<file path="src/rtl/wormhole_arb_pkg.sv">
// rtl/wormhole_arb_pkg.sv - shared types, defaults and helpers for the wormhole output arbiter
package wormhole_arb_pkg;

    typedef enum logic [1:0] {
        IDLE    = 2'd0,
        GRANT   = 2'd1,
        RELEASE = 2'd2
    } arb_state_t;

    localparam int DEFAULT_TIMEOUT = 200;
    localparam int MAX_PORTS       = 32;

    // One-hot vector with bit idx set; callers size-cast to their port count
    function automatic logic [MAX_PORTS-1:0] onehot(input int unsigned idx);
        logic [MAX_PORTS-1:0] v;
        v      = '0;
        v[idx] = 1'b1;
        return v;
    endfunction

endpackage

</file>
<file path="src/rtl/wormhole_output_arbiter_rr_pick.sv">
// rtl/wormhole_output_arbiter_rr_pick.sv - first requester at or after the round-robin pointer
module rr_pick #(
    parameter int INPORTS = 4
) (
    input  logic [INPORTS-1:0]         i_req,
    input  logic [$clog2(INPORTS)-1:0] i_ptr,
    output logic                       o_found,
    output logic [$clog2(INPORTS)-1:0] o_idx
);

    localparam int IDXW = $clog2(INPORTS);

    // Scan from farthest offset down so the nearest requester at/after the pointer wins last
    always_comb begin
        int j;
        j       = 0;
        o_found = 1'b0;
        o_idx   = '0;
        for (int i = INPORTS - 1; i >= 0; i--) begin
            j = int'(i_ptr) + i;
            if (j >= INPORTS) j = j - INPORTS;
            if (i_req[j]) begin
                o_found = 1'b1;
                o_idx   = IDXW'(j);
            end
        end
    end

endmodule

</file>
<file path="src/rtl/wormhole_output_arbiter.sv">
// rtl/wormhole_output_arbiter.sv - round-robin wormhole grant for one router output; WATCHDOG_EN adds forced release
module wormhole_output_arbiter
    import wormhole_arb_pkg::*;
#(
    parameter int INPORTS    = 4,
    parameter int HOLD_WIDTH = 8,
    parameter int TIMEOUT    = DEFAULT_TIMEOUT
) (
    input  logic                       clk,
    input  logic                       reset,
    input  logic                       gen_enable,
    input  logic [INPORTS-1:0]         req_i,
    input  logic [INPORTS-1:0]         tail_i,
    output logic [INPORTS-1:0]         grant_o,
    output logic [$clog2(INPORTS)-1:0] grant_idx_o,
    output logic                       busy_o,
    output logic [HOLD_WIDTH-1:0]      hold_cnt_o,
    output logic                       timeout_o
);

    localparam int IDXW = $clog2(INPORTS);

    arb_state_t            r_state;
    logic [INPORTS-1:0]    r_grant;
    logic [IDXW-1:0]       r_grant_idx;
    logic [IDXW-1:0]       r_ptr;
    logic                  r_busy;
    logic [HOLD_WIDTH-1:0] r_hold_cnt;
    logic                  r_timeout;

    logic                  w_found;
    logic [IDXW-1:0]       w_pick_idx;
    logic                  w_owner_tail;
    logic                  w_wd_fire;
    logic [IDXW-1:0]       w_ptr_next;

    rr_pick #(
        .INPORTS (INPORTS)
    ) u_rr_pick (
        .i_req   (req_i),
        .i_ptr   (r_ptr),
        .o_found (w_found),
        .o_idx   (w_pick_idx)
    );

    assign w_owner_tail = tail_i[r_grant_idx];
    assign w_ptr_next   = (r_grant_idx == IDXW'(INPORTS - 1)) ? '0 : r_grant_idx + 1'b1;

`ifdef WATCHDOG_EN
    assign w_wd_fire = (r_hold_cnt == HOLD_WIDTH'(TIMEOUT - 1));
`else
    logic w_unused_timeout_cfg;
    assign w_unused_timeout_cfg = (TIMEOUT == 0);
    assign w_wd_fire            = 1'b0;
`endif

    // Arbiter FSM: grant per packet, hold until owner tail (or watchdog), one release cycle
    always_ff @(posedge clk or negedge reset) begin
        if (!reset) begin
            r_state     <= IDLE;
            r_grant     <= '0;
            r_grant_idx <= '0;
            r_ptr       <= '0;
            r_busy      <= 1'b0;
            r_hold_cnt  <= '0;
            r_timeout   <= 1'b0;
        end else begin
            r_timeout <= 1'b0;
            case (r_state)
                IDLE: begin
                    if (gen_enable && w_found) begin
                        r_state     <= GRANT;
                        r_grant     <= INPORTS'(onehot(32'(w_pick_idx)));
                        r_grant_idx <= w_pick_idx;
                        r_busy      <= 1'b1;
                        r_hold_cnt  <= '0;
                    end
                end
                GRANT: begin
                    if (w_owner_tail || w_wd_fire) begin
                        // Tail wins over a coincident watchdog expiry
                        r_state    <= RELEASE;
                        r_grant    <= '0;
                        r_busy     <= 1'b0;
                        r_hold_cnt <= '0;
                        r_ptr      <= w_ptr_next;
                        r_timeout  <= !w_owner_tail;
                    end else if (r_hold_cnt != '1) begin
                        r_hold_cnt <= r_hold_cnt + 1'b1;
                    end
                end
                RELEASE: begin
                    r_state <= IDLE;
                end
                default: begin
                    r_state <= IDLE;
                    r_grant <= '0;
                    r_busy  <= 1'b0;
                end
            endcase
        end
    end

    assign grant_o     = r_grant;
    assign grant_idx_o = r_grant_idx;
    assign busy_o      = r_busy;
    assign hold_cnt_o  = r_hold_cnt;
    assign timeout_o   = r_timeout;

endmodule
</file>
<file path="config.mk">
export PLATFORM = sky130hd
export DESIGN_NAME = wormhole_output_arbiter
export DESIGN_NICKNAME = d
export VERILOG_FILES = /design/src/rtl/wormhole_arb_pkg.sv /design/src/rtl/wormhole_output_arbiter_rr_pick.sv /design/src/rtl/wormhole_output_arbiter.sv
export SDC_FILE = /design/constraint.sdc
export NUM_CORES = 1
export LEC_CHECK = 0
export ABC_AREA = 1
export BUFFER_PORTS_ARGS = -buffer_cell sky130_fd_sc_hd__buf_2
export CORE_AREA = 10 10 62 85
export DETAILED_ROUTE_END_ITERATION = 10
export DIE_AREA = 0 0 72 95
export MAX_ROUTING_LAYER = met4
export SLEW_MARGIN = 20
export SYNTH_ARGS = -nofsm -noshare
export SYNTH_HDL_FRONTEND = slang
export SYNTH_SLANG_ARGS = --single-unit
</file>
<file path="constraint.sdc">
create_clock -name clk -period 2.7 [get_ports clk]
set_input_delay 0.27 -clock clk [delete_from_list [all_inputs] [get_ports clk]]
set_output_delay 0.27 -clock clk [all_outputs]
set_load 0.05 [all_outputs]
</file>
Yosys cells after proc, flatten, opt, wreduce, memory -nomap -nowiden
Index checks and enable logic that the tools add are counted.

Logic and storage cells: 89. Register bits: 20. Output and inout port bits: 16.

Mux-type cells: 44. $lt $le $gt $ge: 11. Bitwise logic cells: 1. Reductions and logical operators: 10. Equal/unequal tests: 7. $add $sub $neg: 9.

Operator list (count): $lt A32 B4 Y1 const B (4); $mux W32 (4); $ge A32 B4 Y1 const B (3); $sub A32 B4 Y32 const B (3); $mux W8 (3); $mux W1 (18); $pmux W8 S2 (1); $mux W2 (7); $pmux W4 S3 (1); $bmux W1 S2 (5); $add A8 B1 Y8 const B (1); $mux W4 (2); $ne A8 B8 Y1 const B (1); $add A2 B2 Y3 const B (2); $lt A2 B6 Y1 const B (1); $reduce_and A2 Y1 (3); $reduce_and A3 Y1 (2); $eq A2 B2 Y1 const B (2); $ne A2 B2 Y1 const B (2); $pmux W2 S2 (1); $sub A2 B3 Y4 const B (1); $add A2 B1 Y3 const B (1); $ge A2 B3 Y1 const B (1); $lt A2 B3 Y1 const B (1); 11 further kinds (12).

Depth between registers and ports, before layout
Depth after elaboration: 16. Depth in mapped cells: 13. Gate-level depth less buffers: 13.

Cells and area by module
A second synthesis with hierarchy kept.

Cell total of the unflattened synthesis: 178. Area total of the unflattened synthesis: 1295.0 sq um.

Modules (own cells, without submodules): wormhole_output_arbiter (cells each 132, instances 1, area each 1082.3 sq um, sequential area each 475.5 sq um); rr_pick (cells each 46, instances 1, area each 212.7 sq um, sequential area each 0.0 sq um).

Least setup slack after synthesis
No wires, ideal clock.

Path type: flip-flop to flip-flop. Start: reg r_hold_cnt[0] (netlist: hold_cnt_o[0]). End: reg r_hold_cnt[7] (netlist: hold_cnt_o[7]). Period minus slack after synthesis: 1.757 ns. Data arrival time: 1.691 ns. Stages on the path, launching flop included: 10. Setup slack: 0.943 ns. Data required time: 2.634 ns. Cells stage by stage: dfrtp_1 -> ha_1 -> nand2_1 -> inv_1 -> nand4_1 -> o21ai_0 -> inv_2 -> nand2_4 -> nand2_1 -> nand2_1.

Longest elaborated chain between the ends: 4.

Ends and longest elaborated chain: from (decl) (line wormhole_output_arbiter.sv:28) `logic [HOLD_WIDTH-1:0] r_hold_cnt;`; from (signal assigned) (line wormhole_output_arbiter.sv:89) `r_hold_cnt <= r_hold_cnt + 1'b1;`; $add A8 B1 Y8 (line wormhole_output_arbiter.sv:89); $mux W8 (line wormhole_output_arbiter.sv:88) `end else if (r_hold_cnt != '1) begin`; $mux W8 (line wormhole_output_arbiter.sv:80) `if (w_owner_tail || w_wd_fire) begin`; $pmux W8 S2 (line wormhole_output_arbiter.sv:69) `case (r_state)`.

Several ways; a longest one is shown, not always the timed one. The select of a mux whose other input is x is not followed. A chain may end at the register's enable or synchronous reset.

Final worst setup path
Start: reg r_ptr[0]. End: reg r_grant[3] (netlist: grant_o[3]).

Longest elaborated chain between the ends: 16.

Ends and longest elaborated chain: from (decl) (line wormhole_output_arbiter.sv:26) `logic [IDXW-1:0] r_ptr;`; from (signal assigned) (line wormhole_output_arbiter.sv:86) `r_ptr <= w_ptr_next;`; $add A2 B2 Y3 (line wormhole_output_arbiter_rr_pick.sv:20) `j = int'(i_ptr) + i;`; $sub A32 B4 Y32 or $ge A32 B4 Y1 (tied branches) (line wormhole_output_arbiter_rr_pick.sv:21) `if (j >= INPORTS) j = j - INPORTS;`; $mux W32 (line wormhole_output_arbiter_rr_pick.sv:21); $bmux W1 S2 (line wormhole_output_arbiter_rr_pick.sv:22) `if (i_req[j]) begin`; $mux W1 (implied by the code) (2 in series) (line wormhole_output_arbiter_rr_pick.sv:22); $mux W2 (4 in series) (line wormhole_output_arbiter_rr_pick.sv:22); $lt A2 B6 Y1 (implied by the code) or $ge A2 B1 Y1 (tied branches) (line wormhole_arb_pkg.sv:17) `v[idx] = 1'b1;`; $logic_and A1 B1 Y1 (implied by the code) (line wormhole_arb_pkg.sv:17); $mux W1 (implied by the code) (line wormhole_arb_pkg.sv:17); $demux W1 S2 (line wormhole_arb_pkg.sv:17); $mux W4 (line wormhole_output_arbiter.sv:71) `if (gen_enable && w_found) begin`; $pmux W4 S3 (line wormhole_output_arbiter.sv:69); to (signal assigned) (line wormhole_output_arbiter.sv:73) `r_grant <= INPORTS'(onehot(32'(w_pick_idx)));`; to (decl) (line wormhole_output_arbiter.sv:24) `logic [INPORTS-1:0] r_grant;`.

Several ways; a longest one is shown, not always the timed one. The select of a mux whose other input is x is not followed.

==> metrics.md <==
| Metric | Value |
|---|---|
| Status | finished, final reports clean |
| Post-route clock period utilization | 0.5932 |
| Final HPWL DP | roughly 2400 um |
| Routed WL | a little under 3000 um |
| First-pass GRT wire length | 5209 um |
| Root Buffer | clkbuf_8 |
| Pint | 0.7524 mW |
| Synth Net Count | around 200 |
| Switching share of power | 0.5453 |
| Number of global-route vias before repair | between 1k and 1.5k |
| Synth area leader | dfrtp_1 |
| Post-synthesis adder-cell area fraction | 0.01978 |
| Hold Startpoint | gen_enable |
| # clock sinks | 19 |
| Total track usage | 0.09438 |
| Static Leak | 0.8745 nW |
| Clock tree buffer depth | 2 |
| Slowest stage delay, CP | roughly 450 ps |
| Placed insts | ~250 |
| Avg Inst Size Synth | between 6 and 7 sq um |
| CP Launch Type | register |
| Layout Skew | ~2.6 ps |
| Dpl cell area | 1436 sq um |
| GPL Wtd Cong | about 0.86 |
| Post-Synth XOR/XNOR Area | 0.02077 |
| R2R setup slack | between 1000 and 1500 ps |
| Synth Area in Compound Gates | 0.03363 |
| Worst reg2reg path startpoint | r_ptr[0] |
| Hold WS | approximately 370 ps |
| Port-buffer cells | 25 |
| Initial antenna violation count | 0 |
| Worst Path Max Fanout | 9 |
| Vias | 1214 |
| Final Cell Area | 1491 sq um |
| Critical path's slowest cell | dfrtp_1 |
| Area contributors post-synth | dfrtp_1 38%, nand2_1 21%, inv_1 5.9% |
| CTS tree | yes |
| Worst hold path class | primary input to register |
| Synth warn | 0 |
| # diodes | 0 |
| Final ANT Viol Nets | 0 |
| EDFF count, synth | 0 |
| Power share of the clock group | 0.118 |
| Post-cts gate resize count | 0 |
| Synth Area in Simple Gates | 0.4698 |
| Largest net degree at the start of global routing | 20 |
| Die H | about 95 um |
| Nets | roughly 230 |
| Final total power | roughly 1.7 mW |
| Layout area overhead | 17.90% |
| CP cell instances | inv_2, nand2_1, and2_1, nor2_2, inv_1, nand2_1, nand2_1, nand2_2, inv_1, nand2_1, nand2_1 |
| CP Buf/Inv Count | 3 |
| FMAX | 624.3 MHz |
| Distinct cells, synth | 23 |
| RR Endpoint | grant_o[3] |
| Max H-tree Level | 1 |
| Core area | ~3800 sq um |
| Proportion of synthesized area in mux cells | 0 |
| Part of the power in combinational logic | 0.614 |
| PD cells | 1109 nW/um^2 |
| Post-synth top cells | 72 x nand2_1, 20 x inv_1, 19 x dfrtp_1 |
| Layout cells sized above 1 | 0.2347 |
| Drt wl/cell | 11.61 um |
| Worst Path Required | ~2900 ps |
| Worst setup EP type | register |
| Starting density of the core | 0.3343 |
| Maxcap violations | 0 |
| Count leader, synth | nand2_1 |
| Reg power frac | 0.268 |
| Main combinational cell family by area after synthesis | simple AND/OR/NAND/NOR gates |
| Post-synth ARST share | 1.000 |
| Post-synthesis cell count | ~180 |
| Yosys top cell area share | 0.3759 |
| IO Count | 27 |
| Final Max Slew Viols | 0 |
| GRT overflow | 0 |
| Setup tns final | 0 ps |
| Hold depth | 3 |
| RSZ-0062 raised after global routing | no |
| Worst vdd ir | between 400 and 500 uV |
| Layout Cells excl Fill | 256 |
| Kind of critical path | register to register |
| Rows | 27 |
| Via density | about 4.7 |
| Hold Vio Cnt, Final | 0 |
| Clock Latency Late Sink | between 200 and 300 ps |
| Synth Register Bits | 19 |
| Clk slew on worst S/H paths | 70 ps |
| Cells on worst reg2reg path | 11 |
| NetSw | about 0.9 mW |
| Total CTS buffers | 3 |
| Dominant synthesized flop cell | dfrtp_1 |
| DRC violations left | 0 |
| Critical path's top delay family | simple AND/OR/NAND/NOR gates |
| Sequential area share after synthesis | 0.3759 |
| Tmin final | 1602 ps |
| Endpoint, Worst Hold | busy_o |
| Arrival time worst endpoint | between 1500 and 2000 ps |
| Die ar. | ~7000 sq um |
| Worst path most repeated cell | nand2_1 |
| Setup Buffers After CTS | 0 |
| Cell Area, Synth | 1265 sq um |
| Initial DRT Pass Iterations | 4 |
| Final setup fails | 0 |
| First-iteration detailed-routing DRC count | 35 |
| Die width | a little over 70 um |
[power by group through the flow]
stage | Sequential [mW] | Combinational, mW | Clock [mW]
final | 0.443 | 1.02 | 0.195
after global routing | 0.460 | 1.15 | 0.216
after CTS | 0.444 | 1.03 | 0.206
after detailed placement | 0.449 | 1.03 | 0
after global placement | 0.448 | 1.02 | 0
after floorplan | 0.601 | 0.652 | 0
[kinds of logic after synthesis]
logic type / Yosys count
DFF: 19
and+or+nand+nor: 126
AOI/OAI and AO/OA: 8
buffers and inverters: 25
other: 1
xor gates and xnor gates: 3
adders and majority gates: 2
[flip-flops by register name, summed over array words and instances, names as in the netlist]
signal       flops
hold_cnt_o       8
grant_o          4
grant_idx_o      2
r_ptr            2
r_state          2
busy_o           1
[placed cells by master, fill, tap and decap left out]
master / netlist / final
a21oi_1: 1 / 1
and2_1: 2 / 2
and3_1: 1 / 1
buf_2: 0 / 25
clkbuf_1: 0 / 1
clkbuf_8: 0 / 3
conb_1: 1 / 1
dfrtp_1: 19 / 19
dlygate4sd3_1: 0 / 1
ha_1: 2 / 2
inv_1: 20 / 20
inv_2: 4 / 4
nand2_1: 72 / 72
nand2_2: 10 / 10
nand2_4: 5 / 5
nand3_1: 15 / 15
nand3_4: 1 / 1
nand4_1: 3 / 3
nor2_1: 14 / 14
nor2_2: 1 / 1
nor2_4: 1 / 1
nor3_1: 1 / 1
o21ai_0: 6 / 6
o21bai_1: 1 / 1
xnor2_1: 1 / 1
xor2_1: 2 / 2
[how the worst max path moves through the flow]
stage / to / slack [ps] / depth (start not counted) / start
detailed placement: grant_o[3] / 1100 / 11 / r_ptr[0]
global route: grant_o[3] / 890 / 13 / r_ptr[0]
CTS: grant_o[3] / 1090 / 11 / r_ptr[0]
global placement: hold_cnt_o[3] / 1110 / 10 / grant_idx_o[0]
finish: grant_o[3] / 1100 / 11 / r_ptr[0]
floorplan: hold_cnt_o[7] / 940 / 9 / hold_cnt_o[0]
[timing repair]
item                                    CTS  global route
hold buffers                              1             0
endpoints found under the setup margin    0             0
endpoints found under the hold margin    19             0
[per-layer routing]
metal,track usage,up-vias,part of all wire
li1,-,621,-
met1,0.09273,563,0.41
met2,0.1733,23,0.55
met3,0.01994,7,0.030
met4,0.04045,0,0.016
met5,-,-,0
[cell type report]
class | count | area [sq um]
Fill cell | 419 | 2292
Multi-Input combinational cell | 140 | 691.9
Sequential cell | 19 | 475.5
Timing Repair Buffer | 26 | 135.1
Inverter | 24 | 90.09
Tap cell | 43 | 53.80
Clock buffer | 4 | 45.04
[worst register-to-register path: cells and delay by family (launching register included)]
family        cells  cell delay, ps
buf+inv           3             290
simple gates      8             770
flops             1             450
[per-stage QoR]
step / utilization / setup slack [ps]
after global placement: 0.3796 / 1107
after CTS: 0.3942 / 1085
after floorplan: - / 943.2
final: 0.3942 / 1098
after global routing: 0.3942 / 892.7
after detailed placement: 0.3796 / 1103
(Power assumes the default switching activity.)
